==> src/rtl/usb_pkt_fifo.sv <==
// Packet-aware FIFO between the SIE and the CPU register file: tentative writes
// become readable on commit, and reads can be rewound to the last release point.
module usb_pkt_fifo #(
   parameter int WIDTH       = 8,
   parameter int DEPTH       = 64,
   parameter bit AUTO_COMMIT = 1'b0,
   parameter int AF_LEVEL    = DEPTH - 4,
   localparam int AW         = $clog2(DEPTH)
) (
   input  logic             clk_i,
   input  logic             rst_i,
   input  logic             flush_i,
   input  logic [WIDTH-1:0] data_i,
   input  logic             push_i,
   input  logic             wr_commit_i,
   input  logic             wr_abort_i,
   output logic [WIDTH-1:0] data_o,
   input  logic             pop_i,
   output logic             data_valid_o,
   input  logic             rd_release_i,
   input  logic             rd_rewind_i,
   output logic [AW:0]      level_o,
   output logic [AW:0]      free_o,
   output logic             empty_o,
   output logic             full_o,
   output logic             almost_full_o,
   output logic             overflow_o,
   output logic             underflow_o
);

   localparam logic [AW:0] DEPTH_P = (AW+1)'(DEPTH);
   localparam logic [AW:0] AF_P    = (AW+1)'(AF_LEVEL);
   localparam logic [AW:0] ONE     = (AW+1)'(1);

   logic [WIDTH-1:0] ram [DEPTH];

   logic [AW:0] wr_ptr, wr_cmt, rd_ptr, rd_mk;
   logic [AW:0] wr_ptr_nxt, rd_ptr_nxt, used;
   logic        abort_eff, commit_eff, rewind_eff, release_eff;
   logic        push_ok, pop_ok;

   // Handshake: push_i/pop_i are single-cycle requests with no ready signal; a
   // request is taken when space/data exist, otherwise it only raises the sticky
   // overflow/underflow flag. Abort/rewind silence a same-cycle push/pop entirely.
   assign abort_eff   = !AUTO_COMMIT && wr_abort_i;
   assign commit_eff  = !AUTO_COMMIT && wr_commit_i && !wr_abort_i;
   assign rewind_eff  = !AUTO_COMMIT && rd_rewind_i;
   assign release_eff = !AUTO_COMMIT && rd_release_i && !rd_rewind_i;

   assign level_o = wr_cmt - rd_ptr;
   assign used    = wr_ptr - rd_mk;
   assign free_o  = DEPTH_P - used;

   assign empty_o       = (level_o == '0);
   assign full_o        = (free_o == '0);
   assign almost_full_o = (used >= AF_P);

   assign push_ok = push_i && !full_o && !abort_eff;
   assign pop_ok  = pop_i && !empty_o && !rewind_eff;

   assign wr_ptr_nxt = push_ok ? wr_ptr + ONE : wr_ptr;
   assign rd_ptr_nxt = pop_ok ? rd_ptr + ONE : rd_ptr;

   // Storage is never cleared; pointers alone define what is valid.
   always_ff @(posedge clk_i) begin
      if (push_ok && !rst_i && !flush_i)
         ram[wr_ptr[AW-1:0]] <= data_i;
   end

   always_ff @(posedge clk_i) begin
      if (rst_i || flush_i) begin
         wr_ptr       <= '0;
         wr_cmt       <= '0;
         rd_ptr       <= '0;
         rd_mk        <= '0;
         data_o       <= '0;
         data_valid_o <= 1'b0;
         overflow_o   <= 1'b0;
         underflow_o  <= 1'b0;
      end else begin
         wr_ptr <= abort_eff ? wr_cmt : wr_ptr_nxt;
         if (AUTO_COMMIT || commit_eff)
            wr_cmt <= wr_ptr_nxt;
         // Space freed by a pop reaches the writer only once the read is released.
         rd_ptr <= rewind_eff ? rd_mk : rd_ptr_nxt;
         if (AUTO_COMMIT || release_eff)
            rd_mk <= rd_ptr_nxt;
         data_valid_o <= pop_ok;
         if (pop_ok)
            data_o <= ram[rd_ptr[AW-1:0]];
         if (push_i && full_o && !abort_eff)
            overflow_o <= 1'b1;
         if (pop_i && empty_o && !rewind_eff)
            underflow_o <= 1'b1;
      end
   end

endmodule

==> config.mk <==
export PLATFORM = sky130hd
export DESIGN_NAME = usb_pkt_fifo
export DESIGN_NICKNAME = d
export VERILOG_FILES = /design/src/rtl/usb_pkt_fifo.sv
export SDC_FILE = /design/constraint.sdc
export NUM_CORES = 1
export LEC_CHECK = 0
export BUFFER_PORTS_ARGS = -buffer_cell sky130_fd_sc_hd__buf_2
export CAP_MARGIN = 20
export CORE_MARGIN = 1
export CORE_UTILIZATION = 55
export DETAILED_ROUTE_END_ITERATION = 10
export GPL_TIMING_DRIVEN = 0
export PLACE_DENSITY = 0.71
export SLEW_MARGIN = 20
export SYNTH_ARGS = -nofsm -noshare
export SYNTH_HDL_FRONTEND = slang
export SYNTH_SLANG_ARGS = --single-unit
==> constraint.sdc <==
create_clock -name clk_i -period 4.4 [get_ports clk_i]
set_input_delay 0.44 -clock clk_i [delete_from_list [all_inputs] [get_ports clk_i]]
set_output_delay 0.44 -clock clk_i [all_outputs]
set_load 0.1 [all_outputs]
==> results of run 1 <==
==> layout make-up <==
class	count	area share [%]
Clock buffer	66	5.49
Inverter	29	0.460
Tap cell	525	2.54
Sequential cell	551	62.5
Clock inverter	33	1.15
Timing Repair Buffer	89	2.12
Multi-Input combinational cell	495	24.3
Buffer	64	1.40
==> power by group through the flow <==
stage / Sequential (uW) / Combinational [uW] / Clock [uW]
2_1_floorplan: 5870 / 655 / 0
3_3_place_gp: 5860 / 908 / 0
3_5_place_dp: 5860 / 934 / 0
4_1_cts: 5750 / 949 / 4550
5_1_grt: 5740 / 1010 / 4740
6_report: 5750 / 964 / 4490
==> registers in the layout (all words and copies together), names as in the netlist <==
name	count
wr_ptr	7
overflow_o	1
ram	512
data_valid_o	1
underflow_o	1
data_o	8
rd_mk	7
wr_cmt	7
rd_ptr	7
==> repair_timing <==
item / CTS / global route
hold endpoints to repair: 0 / 0
gates resized for setup: 25 / 51
buffers inserted: 1 / 5
setup endpoints to repair: 227 / 355
pin swaps: 1 / 4
==> stage by stage <==
stage          TNS [ps]  hold WS (ps)  area, um2
6_report              0           181      25800
5_1_grt               0           175      25800
4_1_cts               0           151      25600
3_3_place_gp    -227330           453      23300
3_5_place_dp     -29590           460      23700
2_1_floorplan     -4270           491      22400
==> cells in the mapped netlist (2+ instances only) <==
library cell and count:
o21a_1 4, fa_1 2, nand2b_1 4, inv_1 26, nand3_1 12, nor2_1 53, mux2i_1 2, nor4_1 31
a22o_1 8, xnor2_1 20, inv_2 2, o22ai_1 8, or3_1 8, a31oi_1 2, nor3_1 18, o21ai_0 29
a311oi_1 3, a211oi_1 10, nand2_1 20, and3_1 6, a221oi_1 9, o211ai_1 2, buf_2 19, ha_1 15
nand4_1 4, clkbuf_1 34, buf_1 4, nor2b_1 9, dfxtp_1 39, buf_4 7, edfxtp_1 512, a21oi_1 23
mux4_2 160, a21o_1 2, or2_2 6, xor2_1 8
==> worst reg2reg max path, delay by kind of cell (launching register included) <==
kind	cells	cell delay, ps
buf+inv	7	1310
simple gates	5	1270
compound gates	1	260
fa+ha+maj	2	580
xor+xnor	1	210
flops	1	320
==> cells in the final DEF (no fill, tap or decap), types with 4 or more instances in the layout <==
cell type  netlist  final
xnor2_1         20     20
mux4_2         160    160
nand3_1         12     12
nand2_1         20     19
dfxtp_1         39     39
nor3_2           1      7
o21ai_0         29     28
nor2_2           0     16
nor4_2           0     15
buf_12           0      4
buf_2           19     76
a21oi_1         23     22
nor3_1          18      8
nor3_4           0      4
clkinv_2         0      9
a211oi_1        10      9
bufinv_16        0      5
o22ai_1          8      8
or3_1            8      8
nor2b_1          9      9
and3_1           6      6
nor4_4           0     14
a221oi_1         9      9
nand2b_1         4      4
clkbuf_16        0     55
xor2_1           8      8
clkinv_1         1     16
nand4_1          4      4
edfxtp_1       512    512
a22o_1           8      8
o21a_1           4      4
or2_2            6      6
buf_4            7     31
ha_1            15     14
nor2_1          53     26
inv_1           26     24
clkbuf_1        34     42
nor2_4           0     11
==> cell families after synthesis <==
| kind of cell | share of synthesized area [%] |
|---|---|
| mux | 16.2 |
| flops | 72.4 |
| xor+xnor | 1.10 |
| fa+ha+maj | 1.02 |
| buf+inv | 1.84 |
| compound gates | 3.23 |
| simple gates | 4.20 |
==> path summary, 6_finish.rpt <==
check	startpoint	to	slack, ps
max	wr_ptr[0]$_SDFF_PP0_	full_o	200
min	wr_abort_i	wr_ptr[1]$_SDFF_PP0_	180
max reg2reg	wr_ptr[0]$_SDFF_PP0_	ram[15][4]$_DFFE_PP_	220
min reg2reg	overflow_o$_SDFFE_PP0P_	overflow_o$_SDFFE_PP0P_	470
==> layer usage <==
layer,GRT usage [%],vias to the layer above
met1,38.2,6166
met3,5.32,84
li1,-,5019
met5,0,-
met2,39.3,577
met4,7.49,0
==> key figures, run 1 <==
Outcome
  – Outcome: finished clean

Global route
  – Vias in the first global route: 11800
  – First-pass GRT wire length: 77.2 mm
  – Pin count of the biggest net entering global routing: 65
  – Initial antenna violation count: 0
  – GRT overflow: 0
  – GRT Total Usage: 25.8%

Floorplan
  – Die width: 203 um
  – Die H: 203 um
  – FP Rows: 73
  – Initial Util: 55.9%
  – # IOs: 45
  – Area of the die: 41400 um2
  – Core Region: 39900 um2

Power
  – Leakage: 0.00808 uW
  – P_sw: 2620 uW
  – PnR Total Power: 11200 uW
  – PD cells: 433 nW/um2
  – Reg power frac: 51.3%
  – Clock Power Share: 40.1%
  – Pint: 8580 uW
  – Peak supply drop: 0.334 mV
  – Logic pwr share: 8.6%
  – Net Sw Frac: 23.4%

Worst setup path
  – Most frequent CP cell: inv_1
  – Worst endpoint required time: 3960 ps
  – Crit-path max FO: 8
  – Setup CP Type: flop to output pin
  – Cells on worst reg2reg path: 16
  – Crit path depth: 13
  – CP Cell Sequence: clkbuf_2 -> inv_4 -> ha_1 -> inv_1 -> fa_1 -> a211oi_2 -> nor2_1 -> xnor2_1 -> or4b_4 -> nor3_4 -> nor2_2 -> inv_1 -> buf_8
  – Worst EP arrival: 3760 ps
  – Slowest cell on crit path: or4b_4
  – CP endpoint kind: output pin
  – WP buf/inv: 5
  – Max incr delay on CP: 560 ps
  – Startpoint types: flop
  – Largest delay share family, worst path: simple AND/OR/NAND/NOR gates

Finish
  – Final core utilization: 64.7%
  – Fillers: 2613
  – Multi-input logic area: 6290 um2
  – Post-route non-filler standard cell count: 1852
  – Reg area: 16200 um2
  – Area Growth Syn to Fin: 15.8%
  – # nets final: 1318
  – Diodes inserted: 0
  – Layout cell share with drive strength beyond 1: 33.1%

Timing
  – Fin crit period: 4200 ps
  – Final Setup Violations: 0
  – RSZ-0062 raised after global routing: false
  – Final hold vios: 0
  – Final setup margin: 197 ps
  – Clock skew: 20.8 ps
  – Count of pins over their slew limit: 0
  – Max Clk Rate: 0.238 GHz
  – Worst slew pin tran: 1190 ps
  – Tcrit/Tclk final: 95.5%
  – Relative slew slack: 20.9%

Yosys
  – Register area share after synthesis: 72.4%
  – Yosys cell types: 55
  – Share of synthesized registers carrying an async set or reset: 0%
  – Synth Net Count: 1174
  – Post-synth EDFFs: 512
  – #FFs+latches synth: 551
  – Post-synth top area cell: edfxtp_1
  – Top cell type's share of synthesized area: 68.9%
  – Top cells by area, synth: edfxtp_1 (69%), mux4_2 (16%), dfxtp_1 (3.5%)
  – Syn Inst Count: 1140
  – YS warnings: 0
  – Ys flop type: edfxtp_1
  – Avg Cell Area, Syn: 19.6 um2
  – Cell Area, Synth: 22300 um2

Clock network
  – Num CTS Buffers: 54
  – H-tree depth: 2
  – Worst-case clock buffer depth: 3
  – Clk sinks: 551
  – CTS root buf: clkbuf_16
  – Hold-fix buffers, CTS: 0
  – Worst-Skew Late Latency: 610 ps
  – CTS tree: yes
  – Reg clk slew, reported paths: 60 ps

Placed design
  – # placed instances: 1748
  – Port Buffers: 44
  – Final Wtd Congestion: 0.974
  – DP Wirelength: 34.1 mm
  – Pre-CTS setup slack: -922 ps

Route
  – Final wirelength: 51.0 mm
  – Vias/cell: 6.40
  – Drt initial violations: 1409
  – Routed via count: 11800
  – Final antenna-violating net count: 0
  – DRC viols: 0
  – Max Used Layer: met4
  – Metal2 WL: 24.3 mm
  – Drt first pass iters: 5
  – DR WL/cell: 27.5 um
  – Routed length on met3: 4.32 mm
  – Met1 WL: 21.0 mm

Worst hold path
  – Hold crit path type: primary input to flop
  – Hold path depth: 2

Run
  – Maxcap violations: 0
(Power assumes the default switching activity.)
==> run 2: changes to the inputs <==
Settings changed: CAP_MARGIN 20 to default, CORE_MARGIN 1 to 3, PLACE_DENSITY 0.71 to 0.74.
Clock period 4.4 ns to 3.8 ns, I/O delays scaled along.
==> run 2 against run 1 <==
Compared with the run above: core utilization rose by 1.3 points; cell area up 2.1%; non-clock buffer count down 12; register-to-register slack worse by 200 ps; first-iteration DRC count grew 15%; highest routed layer unchanged.
==> key figures, run 2 (synthesis gave the netlist of run 1 again) <==
Worst hold path
  – Hold crit path type: primary input to flop

Finish
  – Multi-input logic area: 6560 um2
  – Max FFs per register: 512
  – Reg area: 16200 um2
  – Commonest non-fill, non-tap cells in the layout: edfxtp_1 (512), mux4_2 (160), clkbuf_16 (56)
  – # nets final: 1306
  – Layout cell share with drive strength beyond 1: 34.2%
  – Area Growth Syn to Fin: 18.2%
  – Commonest non-fill, non-tap cell in the layout: edfxtp_1
  – Fillers: 2527
  – Final core utilization: 66.1%
  – Diodes inserted: 0

Timing
  – Fin Hold WS: 117 ps
  – Max Clk Rate: 0.264 GHz
  – Tcrit/Tclk final: 99.8%
  – Final hold vios: 0
  – Worst slew pin tran: 1140 ps
  – RSZ-0062 raised after global routing: true
  – Relative slew slack: 24.2%
  – Fin crit period: 3790 ps
  – Final Setup Violations: 0
  – Count of pins over their slew limit: 0
  – Clock skew: 27.8 ps

Clock network
  – CTS root buf: clkbuf_16
  – Worst-Skew Late Latency: 610 ps
  – Worst-case clock buffer depth: 3
  – CTS tree: yes
  – H-tree depth: 2
  – Reg clk slew, reported paths: 60 ps
  – Num CTS Buffers: 54
  – Clk sinks: 551

Run
  – Maxcap violations: 0

Worst setup path
  – Slowest cell on crit path: or4b_4
  – Most frequent CP cell: inv_2
  – Worst endpoint required time: 3420 ps
  – CP endpoint kind: output pin
  – Max incr delay on CP: 600 ps
  – WP buf/inv: 5
  – CP Cell Sequence: buf_8 -> clkinv_8 -> ha_4 -> inv_2 -> fa_2 -> a211oi_2 -> nor2_2 -> xnor2_2 -> or4b_4 -> nor3_4 -> nor2_4 -> inv_2 -> buf_12
  – Setup CP Type: flop to output pin
  – Largest delay share family, worst path: simple AND/OR/NAND/NOR gates
  – Startpoint types: flop
  – Crit-path max FO: 4
  – Worst EP arrival: 3410 ps

Global route
  – GRT overflow: 0
  – Vias in the first global route: 12000
  – First-pass GRT wire length: 77.6 mm
  – Pin count of the biggest net entering global routing: 65
  – Initial antenna violation count: 1
  – GRT Total Usage: 24.3%

Route
  – DRC viols: 0
  – DR WL/cell: 28.4 um
  – Drt initial violations: 1621
  – Final antenna-violating net count: 0
  – Vias/cell: 6.52
  – Drt first pass iters: 6
  – Routed via count: 12000
  – Final wirelength: 52.2 mm

Floorplan
  – Die H: 207 um
  – Core Region: 39900 um2
  – FP Rows: 73
  – Initial Util: 55.9%
  – # IOs: 45
  – Die width: 207 um
  – Area of the die: 43000 um2

Power
  – Leakage: 0.00823 uW
  – PD cells: 502 nW/um2
  – Peak supply drop: 0.450 mV

Placed design
  – Final Wtd Congestion: 0.941
  – Port Buffers: 44
  – DP Wirelength: 33.0 mm

Outcome
  – Outcome: finished clean
## run 2: cell type report
class | instances | share of cell area (%)
clock buffers | 60 | 5.29
multi-input cells | 495 | 24.9
inverters | 29 | 0.489
plain buffers | 62 | 1.46
repair buffers | 79 | 2.65
flip-flops and latches | 551 | 61.3
clock inverters | 39 | 1.50
well taps | 525 | 2.49
## run 2: worst paths after layout
kind / cells past startpoint / endpoint / slack, ps / startpoint
setup / recovery: 13 / full_o / 6 / wr_ptr[0]$_SDFF_PP0_
hold / removal: 2 / wr_ptr[1]$_SDFF_PP0_ / 120 / wr_abort_i
setup reg to reg: 16 / ram[3][3]$_DFFE_PP_ / 20 / wr_ptr[0]$_SDFF_PP0_
hold reg to reg: 2 / underflow_o$_SDFFE_PP0P_ / 470 / underflow_o$_SDFFE_PP0P_
## run 2: metal layers
metal	vias to the layer above	routed length (um)	GRT usage [%]
met2	709	24700	37.0
met3	115	5680	6.41
li1	5003	-	-
met1	6170	20300	35.2
met5	-	0	0
met4	0	1540	7.61
## run 2: power by group
group	internal (uW)	switching, uW	leakage (uW)	total (uW)
clock network	3170	2210	0.000862	5390
logic	345	842	0.00245	1190
registers	6640	17.9	0.00492	6660
total	10200	3070	0.00823	13200
## run 2: what timing repair did
| action | in CTS | in global routing |
|---|---|---|
| buffers inserted | 17 | 11 |
| hold endpoints to repair | 0 | 0 |
| hold buffers | 0 | 0 |
| cloned | 0 | 1 |
| endpoints found under the setup margin | 545 | 402 |
| pin swaps | 29 | 7 |
| resized for setup | 113 | 15 |
## run 2: through the flow
step	setup TNS [ps]	total power [uW]	area (um2)	cells	setup slack [ps]
3_5_place_dp	-356500	7870	23600	1715	-1400
5_1_grt	-67.3	13600	26400	1840	-67.3
4_1_cts	-9.85	13300	26200	1829	-9.85
3_3_place_gp	-411050	7840	23500	1709	-1360
6_report	0	13200	26400	1840	5.90
2_1_floorplan	-19280	7570	22600	1140	-900
==> run 3: changes to the inputs <==
Settings changed: CORE_UTILIZATION 55 to 40, CTS_CLUSTER_DIAMETER from default to 80, PLACE_DENSITY 0.74 to default.
==> run 3 against run 2 <==
Compared with the run above: die area increased by 36%; register-to-register slack improved by 110 ps; fmax increased by 2.7%; combinational power about the same; cell count increased by 12%.
==> key figures, run 3 (synthesis gave the netlist of run 1 again) <==
Outcome
  – Outcome: finished clean

Timing
  – Worst slew pin tran: 1150 ps
  – Final Setup Violations: 0
  – Count of pins over their slew limit: 0
  – Fin Hold WS: 133 ps
  – Max Clk Rate: 0.271 GHz
  – Clock skew: 33.5 ps
  – Relative slew slack: 23.5%
  – Fin crit period: 3690 ps
  – Tcrit/Tclk final: 97.2%
  – Final setup margin: 106 ps
  – Final hold vios: 0

Finish
  – Commonest non-fill, non-tap cell in the layout: edfxtp_1
  – Max FFs per register: 512
  – Layout cell share with drive strength beyond 1: 34.1%
  – Multi-input logic area: 6610 um2
  – Fillers: 4441
  – Design area: 26700 um2
  – Final core utilization: 48.9%
  – Reg area: 16200 um2
  – Diodes inserted: 0
  – Commonest non-fill, non-tap cells in the layout: edfxtp_1 (512), mux4_2 (160), clkbuf_16 (59)
  – Area Growth Syn to Fin: 19.6%
  – # nets final: 1310

Worst setup path
  – Setup CP Type: flop to output pin
  – Worst endpoint required time: 3420 ps
  – Most frequent CP cell: inv_1
  – Reg2reg setup slack: 130 ps
  – Slowest cell on crit path: or4b_4
  – Worst EP arrival: 3310 ps
  – R2r startpoint: wr_ptr[0]$_SDFF_PP0_
  – CP Cell Sequence: buf_8 -> inv_6 -> ha_4 -> inv_1 -> fa_2 -> inv_1 -> ha_1 -> nand2_2 -> or4b_4 -> nor3_4 -> nor2_4 -> inv_2 -> buf_12
  – Largest delay share family, worst path: simple AND/OR/NAND/NOR gates
  – Cells on worst reg2reg path: 15
  – Reg2reg end: ram[6][4]$_DFFE_PP_
  – Crit path depth: 13
  – WP buf/inv: 6
  – Setup crit end: full_o
  – Max incr delay on CP: 580 ps
  – CP startpoint: wr_ptr[0]$_SDFF_PP0_
  – Crit-path max FO: 8
  – Startpoint types: flop
  – CP endpoint kind: output pin

Run
  – Maxcap violations: 0

Worst hold path
  – Hold crit path type: primary input to flop

Floorplan
  – Initial Util: 40.9%
  – Area of the die: 58700 um2
  – Core Region: 54600 um2
  – Die H: 242 um
  – # IOs: 45
  – Die width: 242 um
  – FP Rows: 85

Clock network
  – CTS root buf: clkbuf_16
  – Worst-Skew Late Latency: 610 ps
  – Num CTS Buffers: 56
  – Hold-fix buffers, CTS: 0
  – Clk sinks: 551
  – CTS tree: yes
  – H-tree depth: 2
  – Worst-case clock buffer depth: 3
  – Reg clk slew, reported paths: 60 ps

Route
  – Drt initial violations: 1152
  – Routed via count: 11700
  – Drt first pass iters: 5
  – DR WL/cell: 25.9 um
  – Final antenna-violating net count: 0
  – Vias/cell: 5.69
  – DRC viols: 0
  – Final wirelength: 53.4 mm

Placed design
  – Port Buffers: 44
  – Pre-CTS setup slack: -1410 ps
  – Post-Place Cell Area: 23900 um2
  – Final Wtd Congestion: 0.881
  – DP Wirelength: 35.5 mm

Power
  – Peak supply drop: 0.404 mV
  – Leakage: 0.00825 uW
  – Clock Power Share: 38.9%
  – Logic pwr share: 9.4%
  – Reg power frac: 51.7%
  – Pint: 9770 uW
  – PnR Total Power: 12900 uW
  – PD cells: 482 nW/um2
  – P_sw: 3100 uW
  – Net Sw Frac: 24.1%

Global route
  – First-pass GRT wire length: 79.7 mm
  – GRT Total Usage: 18.3%
  – Pin count of the biggest net entering global routing: 65
  – Vias in the first global route: 11800
  – GRT overflow: 0
  – Initial antenna violation count: 0
[run 3: layer usage]
layer	up-vias	part of all wire (%)	GRT usage (%)
met5	-	0	0
met4	0	2.9	5.96
met3	76	7.8	4.60
met2	422	46	27.3
met1	6206	44	26.4
li1	5008	-	-
[run 3: how the worst min path moves through the flow]
stage / slack (ps) / startpoint / cells past startpoint / endpoint
2_1_floorplan: 480 / wr_abort_i / 1 / wr_ptr[1]$_SDFF_PP0_
3_3_place_gp: 460 / underflow_o$_SDFFE_PP0P_ / 2 / underflow_o$_SDFFE_PP0P_
3_5_place_dp: 450 / underflow_o$_SDFFE_PP0P_ / 2 / underflow_o$_SDFFE_PP0P_
4_1_cts: 90 / wr_abort_i / 2 / wr_ptr[1]$_SDFF_PP0_
5_1_grt: 120 / wr_abort_i / 2 / wr_ptr[1]$_SDFF_PP0_
6_report: 130 / wr_abort_i / 2 / wr_ptr[1]$_SDFF_PP0_
[run 3: layout make-up]
class	instances	area share, %
sequential	551	60.5
multi-input combinational	495	24.8
tap	739	3.46
timing repair buffer	81	3.03
clock inverter	27	0.520
inverter	29	0.455
clock buffer	73	5.65
buffer	62	1.58
[run 3: power by group through the flow]
| stage | clock network, uW | registers, uW | logic (uW) |
|---|---|---|---|
| floorplan | 0 | 6800 | 774 |
| global placement | 0 | 6780 | 1090 |
| detailed placement | 0 | 6780 | 1110 |
| CTS | 5130 | 6660 | 1170 |
| global route | 5370 | 6650 | 1270 |
| finish | 5010 | 6660 | 1200 |
[run 3: stage by stage]
stage / TNS [ps] / cells
2_1_floorplan: -19280 / 1140
3_3_place_gp: -442990 / 1923
3_5_place_dp: -364570 / 1928
4_1_cts: 0 / 2042
5_1_grt: -7.86 / 2057
6_report: 0 / 2057
[run 3: what timing repair did]
| action | in CTS | in global routing |
|---|---|---|
| endpoints found under the hold margin | 0 | 0 |
| setup buffers | 17 | 14 |
| pin swaps | 37 | 17 |
| resized for setup | 115 | 25 |
| cloned | 0 | 1 |
| endpoints found under the setup margin | 545 | 479 |
